### src/rtl/mkio_msg_framer.sv
// MKIO message framer: filters received command words by RT address, decodes the
// command fields and turns the following data words into indexed write strobes.
module mkio_msg_framer #(
  parameter logic [4:0]  RT_ADDR_A   = 5'd3,
  parameter logic [4:0]  RT_ADDR_B   = 5'd5,
  parameter bit          BCAST_EN    = 1'b1,
  parameter int unsigned GAP_TIMEOUT = 800
) (
  input  logic        clk,
  input  logic        reset,
  input  logic        rx_done,
  input  logic [15:0] rx_data,
  input  logic        rx_cd,
  input  logic        p_error,
  output logic        cmd_valid,
  output logic        cmd_rt_sel,
  output logic        cmd_bcast,
  output logic        cmd_tr,
  output logic [4:0]  cmd_subaddr,
  output logic [5:0]  cmd_wcount,
  output logic        wr_en,
  output logic [4:0]  wr_addr,
  output logic [15:0] wr_data,
  output logic        msg_done,
  output logic        msg_error,
  output logic [1:0]  err_code,
  output logic        busy
);

  localparam int unsigned TW = (GAP_TIMEOUT > 2) ? $clog2(GAP_TIMEOUT) : 1;

  typedef enum logic {IDLE, RX_DATA} state_t;

  state_t        state_q, state_d;
  logic [4:0]    idx_q, idx_d;
  logic [TW-1:0] timer_q, timer_d;
  logic          pend_done_q, pend_done_d;
  logic          cmd_valid_q, cmd_valid_d;
  logic          cmd_rt_sel_q, cmd_rt_sel_d;
  logic          cmd_bcast_q, cmd_bcast_d;
  logic          cmd_tr_q, cmd_tr_d;
  logic [4:0]    cmd_subaddr_q, cmd_subaddr_d;
  logic [5:0]    cmd_wcount_q, cmd_wcount_d;
  logic          wr_en_q, wr_en_d;
  logic [4:0]    wr_addr_q, wr_addr_d;
  logic [15:0]   wr_data_q, wr_data_d;
  logic          msg_done_q, msg_done_d;
  logic          msg_error_q, msg_error_d;
  logic [1:0]    err_code_q, err_code_d;

  logic [4:0] dec_addr, dec_sa, dec_wc;
  logic       dec_tr, addr_hit, cmd_acc, dec_mode, dec_immed;
  logic [5:0] dec_wcount;
  logic       take_cmd, supersede;

  always_comb begin
    dec_addr   = rx_data[15:11];
    dec_tr     = rx_data[10];
    dec_sa     = rx_data[9:5];
    dec_wc     = rx_data[4:0];
    addr_hit   = (dec_addr == RT_ADDR_A) || (dec_addr == RT_ADDR_B) ||
                 (BCAST_EN && (dec_addr == 5'd31));
    cmd_acc    = rx_done && rx_cd && !p_error && addr_hit;
    dec_mode   = (dec_sa == 5'd0) || (dec_sa == 5'd31);
    dec_wcount = dec_mode ? {5'd0, (!dec_tr && dec_wc[4])}
                          : ((dec_wc == 5'd0) ? 6'd32 : {1'b0, dec_wc});
    dec_immed  = dec_tr || (dec_wcount == 6'd0);
  end

  always_comb begin
    state_d       = state_q;
    idx_d         = idx_q;
    timer_d       = timer_q;
    pend_done_d   = 1'b0;
    cmd_valid_d   = 1'b0;
    cmd_rt_sel_d  = cmd_rt_sel_q;
    cmd_bcast_d   = cmd_bcast_q;
    cmd_tr_d      = cmd_tr_q;
    cmd_subaddr_d = cmd_subaddr_q;
    cmd_wcount_d  = cmd_wcount_q;
    wr_en_d       = 1'b0;
    wr_addr_d     = wr_addr_q;
    wr_data_d     = wr_data_q;
    msg_done_d    = pend_done_q;
    msg_error_d   = 1'b0;
    err_code_d    = err_code_q;
    take_cmd      = 1'b0;
    supersede     = 1'b0;

    unique case (state_q)
      IDLE: begin
        timer_d  = '0;
        take_cmd = cmd_acc;
      end
      RX_DATA: begin
        if (rx_done) begin
          timer_d = '0;
          if (p_error) begin
            msg_error_d = 1'b1;
            err_code_d  = 2'd1;
            state_d     = IDLE;
          end else if (rx_cd) begin
            msg_error_d = 1'b1;
            err_code_d  = 2'd2;
            state_d     = IDLE;
            take_cmd    = cmd_acc;
            supersede   = 1'b1;
          end else begin
            wr_en_d   = 1'b1;
            wr_addr_d = idx_q;
            wr_data_d = rx_data;
            if ({1'b0, idx_q} == cmd_wcount_q - 6'd1) begin
              msg_done_d = 1'b1;
              state_d    = IDLE;
            end else begin
              idx_d = idx_q + 5'd1;
            end
          end
        end else if (timer_q == TW'(GAP_TIMEOUT - 1)) begin
          msg_error_d = 1'b1;
          err_code_d  = 2'd3;
          timer_d     = '0;
          state_d     = IDLE;
        end else begin
          timer_d = timer_q + TW'(1);
        end
      end
      default: state_d = IDLE;
    endcase

    // A superseding command that completes immediately defers its msg_done by
    // one cycle so it never coincides with the msg_error it caused.
    if (take_cmd) begin
      cmd_valid_d   = 1'b1;
      cmd_rt_sel_d  = (dec_addr == RT_ADDR_B);
      cmd_bcast_d   = (dec_addr == 5'd31);
      cmd_tr_d      = dec_tr;
      cmd_subaddr_d = dec_sa;
      cmd_wcount_d  = dec_wcount;
      if (dec_immed) begin
        if (supersede) pend_done_d = 1'b1;
        else           msg_done_d  = 1'b1;
        state_d = IDLE;
      end else begin
        idx_d   = '0;
        timer_d = '0;
        state_d = RX_DATA;
      end
    end
  end

  always_ff @(posedge clk) begin
    if (!reset) begin
      state_q       <= IDLE;
      idx_q         <= '0;
      timer_q       <= '0;
      pend_done_q   <= 1'b0;
      cmd_valid_q   <= 1'b0;
      cmd_rt_sel_q  <= 1'b0;
      cmd_bcast_q   <= 1'b0;
      cmd_tr_q      <= 1'b0;
      cmd_subaddr_q <= '0;
      cmd_wcount_q  <= '0;
      wr_en_q       <= 1'b0;
      wr_addr_q     <= '0;
      wr_data_q     <= '0;
      msg_done_q    <= 1'b0;
      msg_error_q   <= 1'b0;
      err_code_q    <= '0;
    end else begin
      state_q       <= state_d;
      idx_q         <= idx_d;
      timer_q       <= timer_d;
      pend_done_q   <= pend_done_d;
      cmd_valid_q   <= cmd_valid_d;
      cmd_rt_sel_q  <= cmd_rt_sel_d;
      cmd_bcast_q   <= cmd_bcast_d;
      cmd_tr_q      <= cmd_tr_d;
      cmd_subaddr_q <= cmd_subaddr_d;
      cmd_wcount_q  <= cmd_wcount_d;
      wr_en_q       <= wr_en_d;
      wr_addr_q     <= wr_addr_d;
      wr_data_q     <= wr_data_d;
      msg_done_q    <= msg_done_d;
      msg_error_q   <= msg_error_d;
      err_code_q    <= err_code_d;
    end
  end

  assign cmd_valid   = cmd_valid_q;
  assign cmd_rt_sel  = cmd_rt_sel_q;
  assign cmd_bcast   = cmd_bcast_q;
  assign cmd_tr      = cmd_tr_q;
  assign cmd_subaddr = cmd_subaddr_q;
  assign cmd_wcount  = cmd_wcount_q;
  assign wr_en       = wr_en_q;
  assign wr_addr     = wr_addr_q;
  assign wr_data     = wr_data_q;
  assign msg_done    = msg_done_q;
  assign msg_error   = msg_error_q;
  assign err_code    = err_code_q;
  assign busy        = (state_q != IDLE);

endmodule

### config.mk
export PLATFORM = sky130hd
export DESIGN_NAME = mkio_msg_framer
export DESIGN_NICKNAME = d
export VERILOG_FILES = /design/src/rtl/mkio_msg_framer.sv
export SDC_FILE = /design/constraint.sdc
export NUM_CORES = 1
export LEC_CHECK = 0
export BUFFER_PORTS_ARGS = -buffer_cell sky130_fd_sc_hd__buf_2
export CAP_MARGIN = 40
export CORE_UTILIZATION = 53
export CTS_CLUSTER_DIAMETER = 200
export DETAILED_ROUTE_END_ITERATION = 12
export GPL_TIMING_DRIVEN = 0
export PLACE_DENSITY = 0.83
export SLEW_MARGIN = 15
export SYNTH_ARGS = -nofsm -noshare
export SYNTH_HDL_FRONTEND = slang
export SYNTH_SLANG_ARGS = --single-unit
export TNS_END_PERCENT = 5
### constraint.sdc
create_clock -name clk -period 2.65 [get_ports clk]
set_clock_uncertainty 0.2 [all_clocks]
set_input_delay 0 -clock clk [delete_from_list [all_inputs] [get_ports clk]]
set_output_delay 0 -clock clk [all_outputs]
set_load 0.01 [all_outputs]
## Word-level counts from Yosys, hierarchy flattened

Index checks and enable logic that the tools add are counted.

- Add/sub/neg operators: 3
- Bitwise operators: 5
- Reductions and logical operators: 19
- Muxes and demuxes: 48
- Equality and inequality tests: 7

Operators with widths:

| cell | number |
|---|---|
| 10-bit 2-to-1 mux | 4 |
| 5-bit 2-to-1 mux | 7 |
| 1-bit 2-to-1 mux | 29 |
| 10-bit one-hot mux with 2 select lines | 1 |
| 6-bit 2-to-1 mux | 2 |
| 10-bit by 1-bit adder with 10-bit output, second input constant | 1 |
| 10-bit equality test, second input constant | 1 |
| 5-bit equality test, second input constant | 2 |
| 5-bit zero test | 2 |
| 2-bit 2-to-1 mux | 4 |
| 5-bit by 6-bit equality test with 1-bit output | 1 |
| 6-bit zero test | 1 |
| 3-bit AND reduction | 2 |
| 6-bit by 1-bit subtractor with 6-bit output, second input constant | 1 |
| 5-bit by 1-bit adder with 5-bit output, second input constant | 1 |
| 5-bit by 2-bit equality test with 1-bit output, second input constant | 1 |
| 5-bit by 3-bit equality test with 1-bit output, second input constant | 1 |
| 1-bit NOT | 5 |
| 1-bit logical AND | 4 |
| 1-bit logical OR | 4 |
| 4-bit AND reduction | 1 |
| 4-bit OR reduction | 1 |
| 3-bit by 1-bit != test with 1-bit output, second input constant | 1 |
| 1-bit zero test | 2 |
| 3 further kinds | 3 |

- Logic and storage cells: 98
- Bits of input ports: 21
- Register bits: 58
- Output and inout bits: 42

## Logic depth before layout (Yosys ltp)

- Depth in word-level cells: 10
- Gate-level depth with buffers: 7
- Depth with buffers taken out: 7

## Worst setup path after synthesis

OpenSTA, ideal clock, no wires.

- Kind: register -> register
- Start: register cmd_wcount_q[0] (netlist: cmd_wcount[0])
- End: register state_q (netlist: busy)
- Cell stages (with the launch flop): 8
- Data required time: 2.331 ns
- Clock period less this slack: 2.087 ns
- Slack: 0.563 ns
- Arrival: 1.768 ns
- Setup time: 0.119 ns
- Cell sequence: dfxtp_1 inv_1 ha_1 nor2b_1 or3_1 a31oi_4 a21boi_1 o221a_1

- Longest elaborated chain between the ends: 8

Ends and longest elaborated chain:

| item | line | source |
|---|---|---|
| start: declaration | 43 | `logic [5:0] cmd_wcount_q, cmd_wcount_d;` |
| start signal: assignment | 180 | `cmd_wcount_q <= cmd_wcount_d;` |
| 6-bit by 1-bit subtractor with 6-bit output | 112 | `if ({1'b0, idx_q} == cmd_wcount_q - 6'd1) begin` |
| 5-bit by 6-bit equality test with 1-bit output | 112 |  |
| 1-bit 2-to-1 mux | 112 |  |
| 1-bit 2-to-1 mux | 102 | `end else if (rx_cd) begin` |
| 1-bit 2-to-1 mux | 98 | `if (p_error) begin` |
| 1-bit 2-to-1 mux | 96 | `if (rx_done) begin` |
| 1-bit 2-to-1 mux | 90 | `unique case (state_q)` |
| 1-bit 2-to-1 mux | 133 | `if (take_cmd) begin` |
| end signal: assignment | 171 | `state_q <= state_d;` |
| end: declaration | 34 | `state_t state_q, state_d;` |

Every way passes these cells.
A chain may end at the register's enable or synchronous reset.

## Worst setup path in the final report

- Start: input port p_error
- End: register cmd_wcount_q[1] (netlist: cmd_wcount[1])

- Longest elaborated chain between the ends: 7

Ends and longest elaborated chain:

| item | line | source |
|---|---|---|
| start: declaration | 14 | `input logic p_error,` |
| 1-bit zero test | 63 | `cmd_acc = rx_done && rx_cd && !p_error && addr_hit;` |
| 1-bit logical AND (2 in a row) | 63 |  |
| 1-bit 2-to-1 mux | 102 |  |
| 1-bit 2-to-1 mux | 98 |  |
| 1-bit 2-to-1 mux | 96 |  |
| 1-bit one-hot mux with 2 select lines * | 90 |  |

Mark *: on every way between the ends. The rest lies on a longest branch, timed or not.

==> out/results.env <==
PATH_CLK_SLEW_NS=0.06
NUM_PORTS=63
SYNTH_TOP_AREA_FRAC=0.447
SYN_AREA_PER_CELL_UM2=8.52
FINAL_ANTENNA_NET_COUNT=0
CTS_BUFFER_DEPTH=2
GRT_SETUP_UNREPAIRED='false'
FP-ROW-COUNT=25
TRITONCTS='built'
POST-SYNTH-TOP-COUNT-CELL='nand2_1'
NUM-NETS-FINAL=424
CLOCK.FMAX_MHz=428
WORST_SKEW_PAIR.LATE_LATENCY_NS=0.34
DRT_FIRST_PASS_ITERS=5
FIN_UTIL=0.715
NUMPORTBUFFERS=61
SYN2LAYOUT_AREA_GROWTH_PCT=29.9
POST_ROUTE_CELLS_DRIVE_ABOVE_1_SHARE=0.231
R2R_SLACK_NS=0.40
SYN_NETS=329
FINAL-HOLD-VIOLATION-COUNT=0
CRIT_PATH_MAX_FANOUT=10
START_UTIL=0.550
SYNTH_CELLS=305
VIA_COUNT=2628
MAX-VDD-IR-DROP_mV=0.462
ASYNCSETRESETFLOPFRACSYNTH=0
FINALNONFILLERCELLS=470
PLACE.DETAILED.HPWL_UM=4560
FINAL.SETUP.TNS_NS=0
CLOCK_TREE.ROOT_CELL='clkbuf_8'
GLOBALPLACE.CONGESTION=0.856
POWER_FRAC_SEQ=0.524
CELLLEAKAGEPOWER_nW=1.36
YS_SEQ_ELEMENTS=58
CTS_MAX_LEVEL=3
CTS_BUFFERS=9
CLOCK_SINK_COUNT=58
WIRE_PER_INST_UM=15.0
SW_FRAC_OF_TOTAL=0.237
YS.FLOP_TYPE='dfxtp_1'
FILLCELLCOUNT=352
GRT_USE_TOTAL=0.284
SLEW-LIMIT-HEADROOM=0.631
POST_SYNTH_EDFFS=0
GRT_ANTENNA_BEFORE_REPAIR=0
FP.DIEW_UM=72.0
COMBINATIONALPOWERSHARE=0.071
TIMING.CRITICAL_PATH.TO_TYPE='flip-flop'
GRT_PASS1_WL_UM=11200
YS_SEQ_AREA_FRAC=0.447
SYNTH_COMMONEST_CELLS='nand2_1, dfxtp_1, a21oi_1'
CTS_RESIZED=0
START_KIND='input port'
P_SW_W=0.000397
ROUTED_WIRELENGTH_UM=7030
SETUP_VIOLATIONS=0
TOTAL_DESIGN_POWER_W=0.00167
COUNT_OF_PLACED_STANDARD_CELLS_INCLUDING_TAPS=433
FIRST_GLOBAL_VIAS=2345
POWER.INTERNAL_W=0.00127
YOSYS_CELL_TYPES=46
DRT_ITER0_MARKERS=272
PERIOD_SHARE=0.881
ANTENNA_DIODE_COUNT=0
DRT_DRC_VIOLATIONS_LEFT=0
CRIT_TYPE='input port to flip-flop'
TIMING.HOLD.WS_NS=0.252
GLOBALROUTEOVERFLOWTOTAL=0
CRITPATHREQUIREDTIME_NS=2.71
WORST-ENDPOINT-ARRIVAL_NS=2.40
POST-ROUTE-MIN-PERIOD_NS=2.34
YOSYS_WARNING_COUNT=0
FP.DIEH_UM=72.0
TOP_CELLS_BY_AREA_IN_THE_SYNTHESIZED_NETLIST='dfxtp_1, nand2_1, a21oi_1'
YOSYSTOPAREACELL='dfxtp_1'
P_PER_CELL_AREA_mW_PER_MM2=495
CLOCKPOWERSHARE=0.405
CAP_VIOLATIONS=0
CORE_AREA_MM2=0.00472
TIMING.HOLD.WORST.CLASS='flip-flop to flip-flop'
RUN_STATUS='complete, no violations'
SYNTH.CELL_AREA_MM2=0.00260
VIAS_PER_CELL=5.59
WORST_PIN_SLEW_NS=0.554
FINAL-MAX-SLEW-VIOLATION-COUNT=0
DIE_OUTLINE_AREA_MM2=0.00519
GRT_MAX_DEGREE=11
-- per-stage QoR --
stage | cell area [um^2] | setup slack, ns
finish | 3380 | 0.314
global route | 3380 | 0.237
CTS | 3380 | 0.420
detailed placement | 2990 | 0.456
global placement | 2990 | 0.494
floorplan | 2600 | 0.563
-- power groups by stage --
stage	registers, W	logic [W]	clock network (W)
after CTS	0.000875	0.000113	0.000690
after global placement	0.000894	0.0000880	0
after detailed placement	0.000894	0.0000891	0
after floorplan	0.000895	0.0000469	0
after global routing	0.000874	0.000127	0.000732
final	0.000875	0.000119	0.000677
-- sequential cells by signal, summed over array words and instances (netlist names) --
register and flops:
msg_done 1, cmd_subaddr 5, cmd_wcount 6, wr_data 16, pend_done_q 1, wr_addr 5
busy 1, cmd_rt_sel 1, msg_error 1, cmd_tr 1, cmd_bcast 1, timer_q 10
cmd_valid 1, err_code 2, idx_q 5, wr_en 1
-- final cells by class --
| type | instances | area (um^2) | share of cell area |
|---|---|---|---|
| buffer | 14 | 75.1 | 0.0222 |
| clock buffer | 11 | 141 | 0.0419 |
| clock inverter | 3 | 17.5 | 0.00519 |
| inverter | 9 | 33.8 | 0.0100 |
| multi-input combinational | 224 | 1330 | 0.394 |
| sequential | 58 | 1160 | 0.344 |
| tap | 67 | 83.8 | 0.0248 |
| timing repair buffer | 84 | 536 | 0.159 |
-- per-layer routing --
metal,vias up,wire (um),GRT usage
met4,0,181,0.115
met2,134,3330,0.463
met3,21,518,0.0917
met1,1224,3000,0.347
met5,-,0,0
li1,1249,-,-
-- kinds of logic (layout without fill, tap and decap cells) --
kind of cell | Yosys count | after routing | share of synthesized area
flops | 58 | 58 | 0.447
fa+ha+maj | 3 | 3 | 0.0144
xor+xnor | 13 | 13 | 0.0438
buf+inv | 23 | 121 | 0.0419
mux | 6 | 6 | 0.0279
simple gates | 140 | 140 | 0.266
compound gates | 62 | 62 | 0.160
-- final timing paths --
kind / start / endpoint / cells past startpoint
worst min-delay path: wr_addr[3] / wr_addr[3] / 2
worst max-delay path: p_error / cmd_wcount[1] / 8
worst min register to register: wr_addr[3] / wr_addr[3] / 2
worst max register to register: cmd_wcount[0] / busy / 7
-- critical path, cell delays in order --
cell and delay (ns):
dlygate4sd3_1 0.54, buf_2 0.15, nand2b_1 0.17, nor2_1 0.40, buf_2 0.31, nand4_1 0.12
dlygate4sd3_1 0.57, a21oi_1 0.14
-- timing repair --
item	4_1_cts	5_1_grt
buffers inserted	0	0
hold buffers	23	0
endpoints found under the hold margin	44	0
-- layout by cell type, fill, tap and decap left out, drive strengths merged, types with 5 or more instances in the layout --
cell type and n:
nand2 61, a21oi 41, xor2 8, nand4 9
dfxtp 58, inv 9, nor2 21, nor3 5
clkbuf 17, xnor2 5, dlygate4sd3 23, nand3 18
mux2i 6, buf 69
(Power assumes the default switching activity.)
